File: src/rtl/enemy_tank_ai.sv
// enemy_tank_ai: autonomous per-enemy driver that produces one frame's worth of
// move/fire requests from tank feedback, tank/player positions and a 16-bit LFSR.
//
// state | meaning
// ------+-----------------------------------------------------------
// SPAWN | idle after reset/respawn; counts SPAWN_DELAY frames, never fires
// MOVE  | drive the move output matching dir for a randomized run length
// TURN  | idle pause, then pick the next heading (player-biased or random)
module enemy_tank_ai #(
    parameter logic [15:0] LFSR_SEED     = 16'hACE1,
    parameter int          SPAWN_DELAY   = 60,
    parameter int          MOVE_MIN      = 32,
    parameter int          TURN_PAUSE    = 8,
    parameter int          FIRE_COOLDOWN = 60,
    parameter int          ALIGN_TOL     = 8,
    parameter int          STEP          = 2
) (
    input  logic       frame_clk,
    input  logic       Reset,
    input  logic       enable,
    input  logic       blocked,
    input  logic       bullet_active,
    input  logic [9:0] TankX,
    input  logic [9:0] TankY,
    input  logic [9:0] PlayerX,
    input  logic [9:0] PlayerY,
    output logic       move_up,
    output logic       move_down,
    output logic       move_left,
    output logic       move_right,
    output logic       fire,
    output logic [3:0] dir,
    output logic [1:0] state
);

    localparam int TMAX_0 = (SPAWN_DELAY > FIRE_COOLDOWN) ? SPAWN_DELAY : FIRE_COOLDOWN;
    localparam int TMAX_1 = (TMAX_0 > MOVE_MIN + 63) ? TMAX_0 : MOVE_MIN + 63;
    localparam int TMAX   = (TMAX_1 > TURN_PAUSE) ? TMAX_1 : TURN_PAUSE;
    localparam int TW     = $clog2(TMAX + 1);

    localparam logic [15:0] SEED = (LFSR_SEED == 16'h0000) ? 16'h0001 : LFSR_SEED;
    localparam logic [15:0] TAPS = 16'hB400;

    localparam logic [3:0] DIR_UP    = 4'b0001;
    localparam logic [3:0] DIR_DOWN  = 4'b0010;
    localparam logic [3:0] DIR_LEFT  = 4'b0100;
    localparam logic [3:0] DIR_RIGHT = 4'b1000;

    typedef enum logic [1:0] {
        ST_SPAWN = 2'd0,
        ST_MOVE  = 2'd1,
        ST_TURN  = 2'd2
    } state_t;

    state_t        state_q, state_d;
    logic [TW-1:0] timer_q, timer_d;
    logic [TW-1:0] cool_q, cool_d;
    logic [3:0]    dir_q, dir_d;
    logic [15:0]   lfsr_q, lfsr_d;
    logic          wb_q, wb_d;
    logic [9:0]    prev_x_q, prev_x_d;
    logic [9:0]    prev_y_q, prev_y_d;
    logic [3:0]    move_q, move_d;
    logic          fire_q, fire_d;

    logic [9:0]    dx_tank, dy_tank, dx_pl, dy_pl;
    logic          respawn, align_x, align_y, facing, trigger;
    logic [3:0]    cand_raw, cand;
    logic [TW-1:0] run_len;

    function automatic logic [9:0] abs_diff(input logic [9:0] a, input logic [9:0] b);
        return (a > b) ? (a - b) : (b - a);
    endfunction

    // Decision terms shared by the fire, turn and respawn logic.
    always_comb begin
        dx_tank = abs_diff(TankX, prev_x_q);
        dy_tank = abs_diff(TankY, prev_y_q);
        dx_pl   = abs_diff(TankX, PlayerX);
        dy_pl   = abs_diff(TankY, PlayerY);
        respawn = (dx_tank > 10'(STEP)) || (dy_tank > 10'(STEP));
        align_x = (dx_pl <= 10'(ALIGN_TOL));
        align_y = (dy_pl <= 10'(ALIGN_TOL));

        facing = 1'b0;
        case (dir_q)
            DIR_UP:    facing = align_x && (PlayerY < TankY);
            DIR_DOWN:  facing = align_x && (PlayerY > TankY);
            DIR_LEFT:  facing = align_y && (PlayerX < TankX);
            DIR_RIGHT: facing = align_y && (PlayerX > TankX);
            default:   facing = 1'b0;
        endcase
        trigger = facing || (lfsr_q[7:4] == 4'h0);

        if (align_x && lfsr_q[0]) begin
            cand_raw = (PlayerY < TankY) ? DIR_UP : DIR_DOWN;
        end else if (align_y && lfsr_q[0]) begin
            cand_raw = (PlayerX < TankX) ? DIR_LEFT : DIR_RIGHT;
        end else begin
            cand_raw = 4'b0001 << lfsr_q[2:1];
        end
        // After a collision never retry the heading that just got refused.
        cand = (wb_q && (cand_raw == dir_q)) ? {cand_raw[2:0], cand_raw[3]} : cand_raw;

        run_len = TW'(MOVE_MIN) + TW'(lfsr_q[5:0]);
    end

    always_comb begin
        lfsr_d   = {1'b0, lfsr_q[15:1]} ^ (lfsr_q[0] ? TAPS : 16'h0000);
        prev_x_d = TankX;
        prev_y_d = TankY;
        state_d  = state_q;
        timer_d  = timer_q;
        cool_d   = cool_q;
        dir_d    = dir_q;
        wb_d     = wb_q;
        move_d   = 4'h0;
        fire_d   = 1'b0;

        if (respawn) begin
            state_d = ST_SPAWN;
            timer_d = TW'(SPAWN_DELAY);
            wb_d    = 1'b0;
        end else if (enable) begin
            fire_d = (state_q != ST_SPAWN) && (cool_q == '0) && !bullet_active && trigger;
            if (state_q != ST_SPAWN) begin
                if (fire_d) begin
                    cool_d = TW'(FIRE_COOLDOWN);
                end else if (cool_q != '0) begin
                    cool_d = cool_q - TW'(1);
                end
            end

            case (state_q)
                ST_SPAWN: begin
                    if (timer_q != '0) begin
                        timer_d = timer_q - TW'(1);
                    end else begin
                        state_d = ST_MOVE;
                        timer_d = run_len;
                    end
                end
                ST_MOVE: begin
                    if (blocked) begin
                        state_d = ST_TURN;
                        timer_d = TW'(TURN_PAUSE);
                        wb_d    = 1'b1;
                    end else if (timer_q == '0) begin
                        state_d = ST_TURN;
                        timer_d = TW'(TURN_PAUSE);
                        wb_d    = 1'b0;
                    end else begin
                        timer_d = timer_q - TW'(1);
                    end
                end
                ST_TURN: begin
                    if (timer_q != '0) begin
                        timer_d = timer_q - TW'(1);
                    end else begin
                        dir_d   = cand;
                        state_d = ST_MOVE;
                        timer_d = run_len;
                    end
                end
                default: begin
                    state_d = ST_SPAWN;
                    timer_d = TW'(SPAWN_DELAY);
                end
            endcase

            if (state_d == ST_MOVE) begin
                move_d = dir_d;
            end
        end
    end

    always_ff @(posedge frame_clk) begin
        if (Reset) begin
            state_q  <= ST_SPAWN;
            timer_q  <= TW'(SPAWN_DELAY);
            cool_q   <= TW'(FIRE_COOLDOWN);
            dir_q    <= DIR_DOWN;
            lfsr_q   <= SEED;
            wb_q     <= 1'b0;
            prev_x_q <= TankX;
            prev_y_q <= TankY;
            move_q   <= 4'h0;
            fire_q   <= 1'b0;
        end else begin
            state_q  <= state_d;
            timer_q  <= timer_d;
            cool_q   <= cool_d;
            dir_q    <= dir_d;
            lfsr_q   <= lfsr_d;
            wb_q     <= wb_d;
            prev_x_q <= prev_x_d;
            prev_y_q <= prev_y_d;
            move_q   <= move_d;
            fire_q   <= fire_d;
        end
    end

    assign move_up    = move_q[0];
    assign move_down  = move_q[1];
    assign move_left  = move_q[2];
    assign move_right = move_q[3];
    assign fire       = fire_q;
    assign dir        = dir_q;
    assign state      = state_q;

endmodule

File: config.mk
export PLATFORM = sky130hd
export DESIGN_NAME = enemy_tank_ai
export DESIGN_NICKNAME = d
export VERILOG_FILES = /design/src/rtl/enemy_tank_ai.sv
export SDC_FILE = /design/constraint.sdc
export NUM_CORES = 1
export LEC_CHECK = 0
export ABC_AREA = 1
export BUFFER_PORTS_ARGS = -buffer_cell sky130_fd_sc_hd__buf_2
export CORE_ASPECT_RATIO = 1.75
export CORE_MARGIN = 4
export CORE_UTILIZATION = 40
export DETAILED_ROUTE_END_ITERATION = 8
export GPL_TIMING_DRIVEN = 0
export PLACE_DENSITY = 0.66
export SKIP_CTS_REPAIR_TIMING = 1
export SLEW_MARGIN = 20
export SYNTH_ARGS = -nofsm -noshare
export SYNTH_HDL_FRONTEND = slang
export SYNTH_SLANG_ARGS = --single-unit
File: constraint.sdc
create_clock -name frame_clk -period 3.8 [get_ports frame_clk]
set_input_delay 0.76 -clock frame_clk [delete_from_list [all_inputs] [get_ports frame_clk]]
set_output_delay 0.76 -clock frame_clk [all_outputs]
set_load 0.005 [all_outputs]
# Word-level counts from Yosys, hierarchy flattened
# Index checks and enable logic that the tools add are counted.
[word_totals]
in_bits = 45
latchBits = 0
output_inout_bits = 11
wordCells = 102
mem_bits_rw = 0
regBits = 62
mem_bits_ro = 0
mem_count = 0
[classes]
n_shift = 1
n_reduce_logical = 29
muxes = 27
n_lt_le_gt_ge = 12
bitwise_logic = 4
multipliers = 0
n_eq_ne = 8
div = 0
addsub = 11
[ops]
columns = ["operator", "count"]
rows = [
  ["$sub 10x10->10", 8],
  ["$gt 10x10->1", 6],
  ["$mux 10", 4],
  ["$mux 7", 5],
  ["$mux 4", 6],
  ["$gt 10x2->1 const B", 2],
  ["$le 10x4->1 const B", 2],
  ["$lt 10x10->1", 2],
  ["$mux 16", 1],
  ["$xor 15x16->16", 1],
  ["$logic_not 7->1", 2],
  ["$pmux 7 s2", 1],
  ["$reduce_bool 7->1", 2],
  ["$sub 7x1->7 const B", 2],
  ["$mux 2", 6],
  ["$logic_and 1x1->1", 10],
  ["$add 6x6->7 const A", 1],
  ["$reduce_bool 2->1", 3],
  ["$eq 2x1->1 const B", 2],
  ["$eq 4x1->1 const B", 1],
  ["$eq 4x2->1 const B", 1],
  ["$eq 4x3->1 const B", 1],
  ["$eq 4x4->1", 1],
  ["$eq 4x4->1 const B", 1],
  ["16 further kinds", 21],
]

# Depth between registers and ports, before layout
# Gate-level depths: netlist of run 1.
[depth]
ltp_word = 11
mapped_depth = 29
ltp_nobuf = 29

# Worst setup path before layout of run 1
# OpenSTA, ideal clock, no wires.
[synth_path]
kind = "input -> register"
start = "in TankX[0]"
end = "reg dir_q[0], in the netlist dir[0]"
path_stages = 22
arrival_time_ns = 3.151
required_time_ns = 3.691
path_buffers = 1
path_slack_ns = 0.540
setup_ns = 0.109
cell_sequence = "inv_1 > ha_1 > fa_1 > inv_1 > nand3_1 > nand3_4 > nand2_4 > buf_6 > nand2_1 > nand3_1 > o21ai_2 > nand4_4 > nand2_2 > nand2_2 > nand2_1 > nand2_2 > nor2_4 > nand3_1 > nand3_1 > nand3_1 > nand2_1 > inv_1"
[synth_via]
elab_chain_cells = 10
elab_cells_between_ends = 23
classes_between = "4 x add/sub; 5 x order compare; 1 x eq/ne; 8 x mux; 1 x bitwise; 4 x reduce/logical"
[synth_rtl]
columns = ["item", "line", "rtl"]
rows = [
  ["start: declaration", "23", "input logic [9:0] TankX,"],
  ["$sub 10x10->10 / $gt 10x10->1 (equally long branches)", "72", "return (a > b) ? (a - b) : (b - a);"],
  ["$mux 10", "72", ""],
  ["$le 10x4->1", "82", "align_x = (dx_pl <= 10'(ALIGN_TOL));"],
  ["$logic_and 1x1->1", "95", "if (align_x && lfsr_q[0]) begin"],
  ["$mux 4", "95", ""],
  ["$eq 4x4->1", "103", "cand = (wb_q && (cand_raw == dir_q)) ? {cand_raw[2:0], cand_raw[3]} : cand_raw;"],
  ["$logic_and 1x1->1", "103", ""],
  ["$mux 4", "103", ""],
  ["$mux 4", "157", "if (timer_q != '0) begin"],
  ["$mux 4", "134", "case (state_q)"],
  ["end signal: assignment", "193", "dir_q <= dir_d;"],
  ["end: declaration", "58", "logic [3:0] dir_q, dir_d;"],
]
# Parallel ways exist; a longest one is shown, timed or not.
# A chain may end at the register's enable or synchronous reset.

# Worst setup path in the final report of run 1
[layout_path]
start = "in TankX[6]"
end = "reg dir_q[0], in the netlist dir[0]"
# The elaborated chain is that of the path after synthesis.

==> summary.md, run 1 <==
| Metric | Value |
|---|---|
| Per-cell routed wire length | 13.6 um |
| WHS | 402 ps |
| Combinational power share | 38.9% |
| Site Rows | 64 |
| Hold WC Path Type | flop to flop |
| Antenna violations before repair | 0 |
| Int Pwr | 1.45 mW |
| Setup WS post-layout | 239 ps |
| DR pass1 iterations | 5 |
| Pre-CTS WS | -719 ps |
| Multi-input logic area | 0.00517 mm^2 |
| Global route total overflow | 0 |
| Routed wire length | 20.5 mm |
| Fin. Hold Viols | 0 |
| Average size of a mapped cell | 6.00 um^2 |
| Final core utilization | 46.9% |
| Worst-skew pair later-pin latency | 340 ps |
| Die Width | 109 um |
| I/O pins | 56 |
| Clock power frac | 32.8% |
| H-Tree Level Count | 3 |
| Pwr Density | 292 mW/mm^2 |
| Critical Path RT | 4040 ps |
| Num CTS Buffers | 9 |
| Crit share post-route | 93.7% |
| DP HPWL | 17.0 mm |
| Sw Pwr | 964 uW |
| Leak pwr | 4.57 nW |
| Top FF cell, synth | dfxtp_1 |
| Worst Path Arrival | 3800 ps |
| TNS Setup | 0 ps |
| Post-Syn Area | 0.00719 mm^2 |
| Reg area | 0.00124 mm^2 |
| Fillers | 1935 |
| Max-cap violations | 0 |
| Largest net degree at the start of global routing | 13 |
| Non-filler cells, final | 1508 |
| Syn nets | 1329 |
| Placed cells | 1484 |
| Setup CP Type | primary input to flop |
| Final #Nets | 1403 |
| Area Overhead vs Synth | 15.0% |
| Fmax | 0.281 GHz |
| Startpoint Class | primary input |
| Share of power burned in registers | 28.2% |
| Post-synth EDFFs | 0 |
| Max clock buf depth | 2 |
| Synth area leaders | nand2_1 (19%), dfxtp_1 (17%), ha_1 (14%) |
| Drt drc | 0 |
| Number of vias per cell | 4.97 |
| Dpl cell area | 0.00775 mm^2 |
| Final RePlAce weighted congestion | 0.933 |
| Synth warnings | 0 |
| Slew @ Worst Pin | 486 ps |
| CTS Sinks | 62 |
| Yosys top cell area share | 19.3% |
| DRT antenna net count | 0 |
| Power, Total | 2.42 mW |
| Setup crit end kind | flop |
| Outcome | finished clean |
| Synth area leader | nand2_1 |
| Die area | 0.0203 mm^2 |
| Synth Instances | 1198 |
| FFs w/ async S/R, synth | 0% |
| DIE HEIGHT | 185 um |
| Layout cells sized above 1 | 13.5% |
| 1st-iter DRT viols | 316 |
| Top-count cell post-synth | nand2_1 |
| Worst-path clk slew | 70 ps |
| N_diodes | 0 |
| First-pass GRT wire length | 33.1 mm |
| Post-layout instance area | 0.00827 mm^2 |
| Slew HR | 67.3% |
| Core area | 0.0176 mm^2 |
| Final setup viols | 0 |
| Initial Util | 40.8% |
| Sequential cell area fraction in the yosys report | 17.3% |
| Peak supply drop | 0.163 mV |
| Yosys reg bits | 62 |
| Final min period | 3560 ps |
| Commonest cells post-synth | nand2_1 (369), inv_1 (217), nand3_1 (107), nor2_1 (84), ha_1 (80) |
| Final count of pins violating max slew | 0 |
| CP Max Fanout | 10 |
| Library cells used by synthesis | 46 |
| Total Routing Usage GR | 20.6% |
| Clock root cell | clkbuf_16 |
| Vias | 7495 |
| Clock skew | 13.4 ps |
| Vias in the first global route | 7325 |
| Number of port buffers | 55 |
| Switch share | 39.9% |
| CTS tree | done |
power groups by stage:
stage	sequential [mW]	combinational [mW]	clock [mW]
after global placement	0.697	0.876	0
after global routing	0.685	1.07	0.843
after CTS	0.683	0.891	0.821
final	0.683	0.941	0.794
after floorplan	0.695	0.671	0
after detailed placement	0.698	0.888	0
critical path, cell delays in order:
cell	delay, ps
buf_2	150
inv_1	110
ha_1	290
clkbuf_4	190
nand2_2	120
nor2_4	170
nand3_1	140
nand3_4	160
nand2_4	90
buf_8	150
nand2_1	50
nand3_1	100
o21ai_2	200
nand4_4	190
buf_4	180
nand2_1	50
nand3_1	70
nand2_1	110
nor2_4	60
nand2_2	90
nand2_1	60
nand3_1	90
nand3_1	100
nand2_1	70
inv_1	40
layout make-up:
class                   count  share of cell area, %
plain buffers              19                   1.29
repair buffers             64                   4.15
flip-flops and latches     62                   15.0
clock buffers               9                   2.72
clock inverters             7                  0.590
inverters                 225                   10.3
well taps                 231                   3.49
multi-input cells         891                   62.5
cells in the final DEF (no fill, tap or decap), types with 12 or more instances in the layout:
cell     Yosys  layout
a21oi_1     69      63
buf_2       10      62
dfxtp_1     62      62
ha_1        80      72
inv_1      217     215
nand2_1    369     365
nand2_2     10      12
nand3_1    107     104
nand4_1     17      17
nor2_1      84      77
o21ai_0     22      20
xor2_1      34      34
flip-flops by register name, summed over array words and instances (netlist names):
| name | flops |
|---|---|
| lfsr_q | 16 |
| wb_q | 1 |
| fire | 1 |
| prev_y_q | 10 |
| move_q | 4 |
| prev_x_q | 10 |
| dir | 4 |
| cool_q | 7 |
| timer_q | 7 |
| state | 2 |
kinds of logic after synthesis:
logic type,share of synthesized area (%)
DFF,17.3
xor gates and xnor gates,5.48
AOI/OAI and AO/OA,10.6
buffers and inverters,13.1
and+or+nand+nor,37.9
adders and majority gates,15.6
layer usage:
layer  track usage, %  wire length [um]  up-vias  part of all wire (%)
met3             2.34               584       53                   2.9
met1             19.9              7540     3374                    37
met2             40.6             11400      156                    56
li1                 -                 -     3912                     -
met5                0                 0        -                     0
met4             11.6               932        0                   4.6
worst paths after layout:
check / startpoint / endpoint / slack (ps) / depth (start not counted)
setup reg to reg: prev_y_q[0]$_DFF_P_ / move_q[2]$_SDFF_PP0_ / 570 / 19
hold reg to reg: lfsr_q[12]$_SDFF_PP0_ / lfsr_q[11]$_SDFF_PP1_ / 400 / 1
setup / recovery: TankX[6] / dir[0]$_SDFFE_PP0P_ / 240 / 25
hold / removal: lfsr_q[12]$_SDFF_PP0_ / lfsr_q[11]$_SDFF_PP1_ / 400 / 1
Power figures use the tool's default switching activity.
==> run 2, diff against run 1 <==
--- a/config.mk
+++ b/config.mk
@@ -5,7 +5,7 @@
 export SDC_FILE = /design/constraint.sdc
 export NUM_CORES = 1
 export LEC_CHECK = 0
-export ABC_AREA = 1
+export ABC_AREA = 0
 export BUFFER_PORTS_ARGS = -buffer_cell sky130_fd_sc_hd__buf_2
 export CORE_ASPECT_RATIO = 1.75
 export CORE_MARGIN = 4
==> summary.md, run 2 <==
| Metric | Value |
|---|---|
| Worst path slowest cell | or3_1 |
| DP HPWL | 13.7 mm (-19%) |
| Reg area | 0.00124 mm^2 (unchanged) |
| Core area | 0.0155 mm^2 (-12%) |
| Number of port buffers | 55 (unchanged) |
| Commonest cells post-synth | inv_1 (88), ha_1 (80), nand2_1 (68), a21oi_1 (65), dfxtp_1 (62) |
| Share of power burned in registers | 27.6% (-0.6 points) |
| Met3 wire length | 567 um (-2.9%) |
| Site Rows | 60 (-6.3%) |
| Fmax | 0.242 GHz (-14%) |
| Yosys top cell area share | 19.5% (+0.23 points) |
| DRT antenna net count | 0 (unchanged) |
| CP delay by family, top | simple AND/OR/NAND/NOR gates |
| Synth Instances | 829 (-31%) |
| Setup crit end kind | flop |
| R2R cell count | 17 (-2) |
| Met2 Wirelength | 9.98 mm (-13%) |
| CTS Sinks | 62 (unchanged) |
| Placed cells | 1070 (-28%) |
| Drt drc | 0 (unchanged) |
| DIE HEIGHT | 175 um (-5.7%) |
| Multi-input logic area | 0.00532 mm^2 (+3.0%) |
| R2R setup slack | -150 ps (-720 ps) |
| First-pass GRT wire length | 28.0 mm (-15%) |
| Peak supply drop | 0.198 mV (+22%) |
| Sequential cell area fraction in the yosys report | 19.5% (+2.2 points) |
| Vias | 6353 (-15%) |
| Worst-skew pair later-pin latency | 340 ps (about the same) |
| Startpoint Class | primary input |
| Num CTS Buffers | 9 (unchanged) |
| TNS Setup | -5650 ps (-5650 ps) |
| Commonest non-fill, non-tap cell in the layout | inv_1 |
| Leak pwr | 3.66 nW (-20%) |
| Pwr Density | 297 mW/mm^2 (+1.7%) |
| Average size of a mapped cell | 7.68 um^2 (+28%) |
| Synth area leaders | dfxtp_1 (19%), ha_1 (16%), inv_1 (5.2%) |
| Max-cap violations | 0 (unchanged) |
| Adder-Cell Fraction of Synth Area | 17.6% (+2.0 points) |
| Synth warnings | 0 (unchanged) |
| FFs w/ async S/R, synth | 0% (unchanged) |
| Power, Total | 2.49 mW (+3.1%) |
| Layout cells sized above 1 | 27.5% (+14 points) |
| Stages on the worst setup path | 19 (-24%) |
| Die Width | 103 um (-5.5%) |
| R2r endpoint | cool_q[5]$_SDFFE_PP1P_ |
| Sw Pwr | 905 uW (-6.1%) |
| Top FF cell, synth | dfxtp_1 |
| M1 wire length | 7.07 mm (-6.3%) |
| Post-synth EDFFs | 0 (unchanged) |
| Outcome | finished with violations |
| Top-count cell post-synth | inv_1 |
| XOR/XNOR share of the synthesized area | 3.71% (-1.8 points) |
| RSZ-0062 raised after global routing | yes |
| Fin. Hold Viols | 0 (unchanged) |
| Combinational power share | 40.9% (+2.0 points) |
| Crit share post-route | 109% (+15 points) |
| Main combinational cell family by area after synthesis | compound AO/OA/AOI/OAI gates |
| Routed wire length | 18.2 mm (-11%) |
| Area Overhead vs Synth | 31.7% |
| CTS tree | done |
| Critical Path RT | 4020 ps (-20 ps) |
| Syn nets | 960 (-28%) |
| Library cells used by synthesis | 82 (+78%) |
| Buf+Inv Stages, Crit Path | 4 (-2) |
| 1st-iter DRT viols | 292 (-7.6%) |
| Vias in the first global route | 6023 (-18%) |
| Final #Nets | 1072 (-24%) |
| Final count of pins violating max slew | 0 (unchanged) |
| Max FFs per register | 16 (unchanged) |
| WHS | 421 ps (+18.7 ps) |
| Worst-path clk slew | 60 ps (about the same) |
| Final setup viols | 25 (+25) |
| Total Routing Usage GR | 19.1% (-1.5 points) |
| Setup CP Type | primary input to flop |
| Synth Area in Simple Gates | 21.4% (-16 points) |
| Post-Syn Area | 0.00637 mm^2 (-11%) |
| Yosys reg bits | 62 (unchanged) |
| Number of vias per cell | 5.61 (+13%) |
| Mux share of post-synthesis cell area | 3.05% (+3.0 points) |
| I/O pins | 56 (unchanged) |
| Uppermost layer routed | met4 |
| Violated checks | setup timing |
| Critical path endpoint | cool_q[5]$_SDFFE_PP1P_ |
| H-Tree Level Count | 3 (unchanged) |
| Commonest cells after routing, fill and taps aside | inv_1 (70), nand2_1 (65), dfxtp_1 (62), ha_1 (59) |
| CP peak stage delay | 400 ps (+110 ps) |
| Hold WC Path Type | flop to flop |
| Clock root cell | clkbuf_16 |
| Die area | 0.0181 mm^2 (-11%) |
| Critical R2R Launch | prev_y_q[0]$_DFF_P_ |
| Regs by FF count | lfsr_q: 16 flops, prev_x_q: 10 flops, prev_y_q: 10 flops |
| CP startpoint | TankY[0] |
| Initial Util | 41.0% (+0.15 points) |
| Per-cell routed wire length | 16.0 um (+18%) |
| Setup WS post-layout | -332 ps (-571 ps) |
| Non-filler cells, final | 1132 (-25%) |
| Slew @ Worst Pin | 618 ps (+132 ps) |
| N_diodes | 0 (unchanged) |
| Most flops, register | lfsr_q |
| DR pass1 iterations | 5 (unchanged) |
| Clock power frac | 31.5% (-1.3 points) |
| Switch share | 36.3% (-3.6 points) |
| Slew HR | 58.3% (-8.9 points) |
| Synth area leader | dfxtp_1 |
| Antenna violations before repair | 0 (unchanged) |
| Largest net degree at the start of global routing | 14 (+1) |
| CP cell instances | buf_8, inv_4, ha_4, inv_2, fa_2, a21o_1, a21o_4, a31oi_4, nor4b_4, or3_1, a221oi_2, nand4_1, nor4_4, buf_6, nand3_4, a21oi_4, nand4b_1, xor2_1, nand2_1 |
| Final RePlAce weighted congestion | 0.891 (-4.5%) |
| Global route total overflow | 0 (unchanged) |
| Clock skew | 7.76 ps (-5.61 ps) |
| Final min period | 4130 ps (+571 ps) |
| Max clock buf depth | 2 (unchanged) |
| Compound-gate portion of the synthesized area | 27.3% (+17 points) |
| Worst Path Arrival | 4360 ps (+560 ps) |
| CP Max Fanout | 7 (-3) |
| Int Pwr | 1.59 mW (+9.1%) |
| Fillers | 1480 (-24%) |
-- run 2: changes by cell type in the layout (fill, tap and decap cells not counted), moves of 20 or more --
cell      delta
buf_4       +47
nand2_1    -300
nor2_1      -28
a21o_1      +20
inv_1      -145
ha_4        +21
buf_2       -23
xor2_1      -24
nand2b_1    +20
nand3_1     -89
o21ai_0     +25
-- run 2: through the flow --
| stage | utilization [%] | setup slack [ps] | cell area [um^2] |
|---|---|---|---|
| 2_1_floorplan | - | -251 | 6600 |
| 3_3_place_gp | 45.7 | -1100 | 7110 |
| 3_5_place_dp | 45.7 | -1110 | 7110 |
| 4_1_cts | 47.6 | -783 | 7390 |
| 5_1_grt | 54.0 | -533 | 8380 |
| 6_report | 54.0 | -332 | 8380 |
-- run 2: worst min path at each step --
| stage | startpoint | endpoint | slack, ps | cells after the start |
|---|---|---|---|---|
| after floorplan | lfsr_q[12]$_SDFF_PP0_ | lfsr_q[11]$_SDFF_PP1_ | 390 | 1 |
| after global placement | lfsr_q[12]$_SDFF_PP0_ | lfsr_q[11]$_SDFF_PP1_ | 400 | 1 |
| after detailed placement | lfsr_q[12]$_SDFF_PP0_ | lfsr_q[11]$_SDFF_PP1_ | 400 | 1 |
| after CTS | lfsr_q[8]$_SDFF_PP0_ | lfsr_q[7]$_SDFF_PP1_ | 420 | 1 |
| after global routing | lfsr_q[8]$_SDFF_PP0_ | lfsr_q[7]$_SDFF_PP1_ | 430 | 1 |
| final | lfsr_q[8]$_SDFF_PP0_ | lfsr_q[7]$_SDFF_PP1_ | 420 | 1 |
-- run 2: logic make-up after synthesis --
family                   count (synthesis)
flip-flops                              62
multiplexers                            19
AO/OA/AOI/OAI                          257
adder cells (fa/ha/maj)                 86
AND/OR/NAND/NOR                        260
buffers and inverters                  118
XOR/XNOR                                27
-- run 2: layout make-up --
class	count	share of cell area (%)
Buffer	25	2.15
Clock buffer	9	2.69
Clock inverter	7	0.686
Inverter	88	4.52
Multi-Input combinational cell	649	63.5
Sequential cell	62	14.8
Tap cell	186	2.78
Timing Repair Buffer	106	8.91
-- run 2: per-layer routing --
layer,vias up,GRT usage (%)
met5,-,0
met4,0,6.81
met3,42,3.00
met2,141,35.5
met1,3003,21.0
li1,3167,-
-- run 2: power groups by stage --
stage               Combinational (mW)  Clock, mW  Sequential, mW
floorplan                        0.617          0           0.697
global placement                 0.806          0           0.699
detailed placement               0.808          0           0.700
CTS                              0.815      0.802           0.686
global route                      1.11      0.828           0.689
finish                            1.02      0.785           0.688
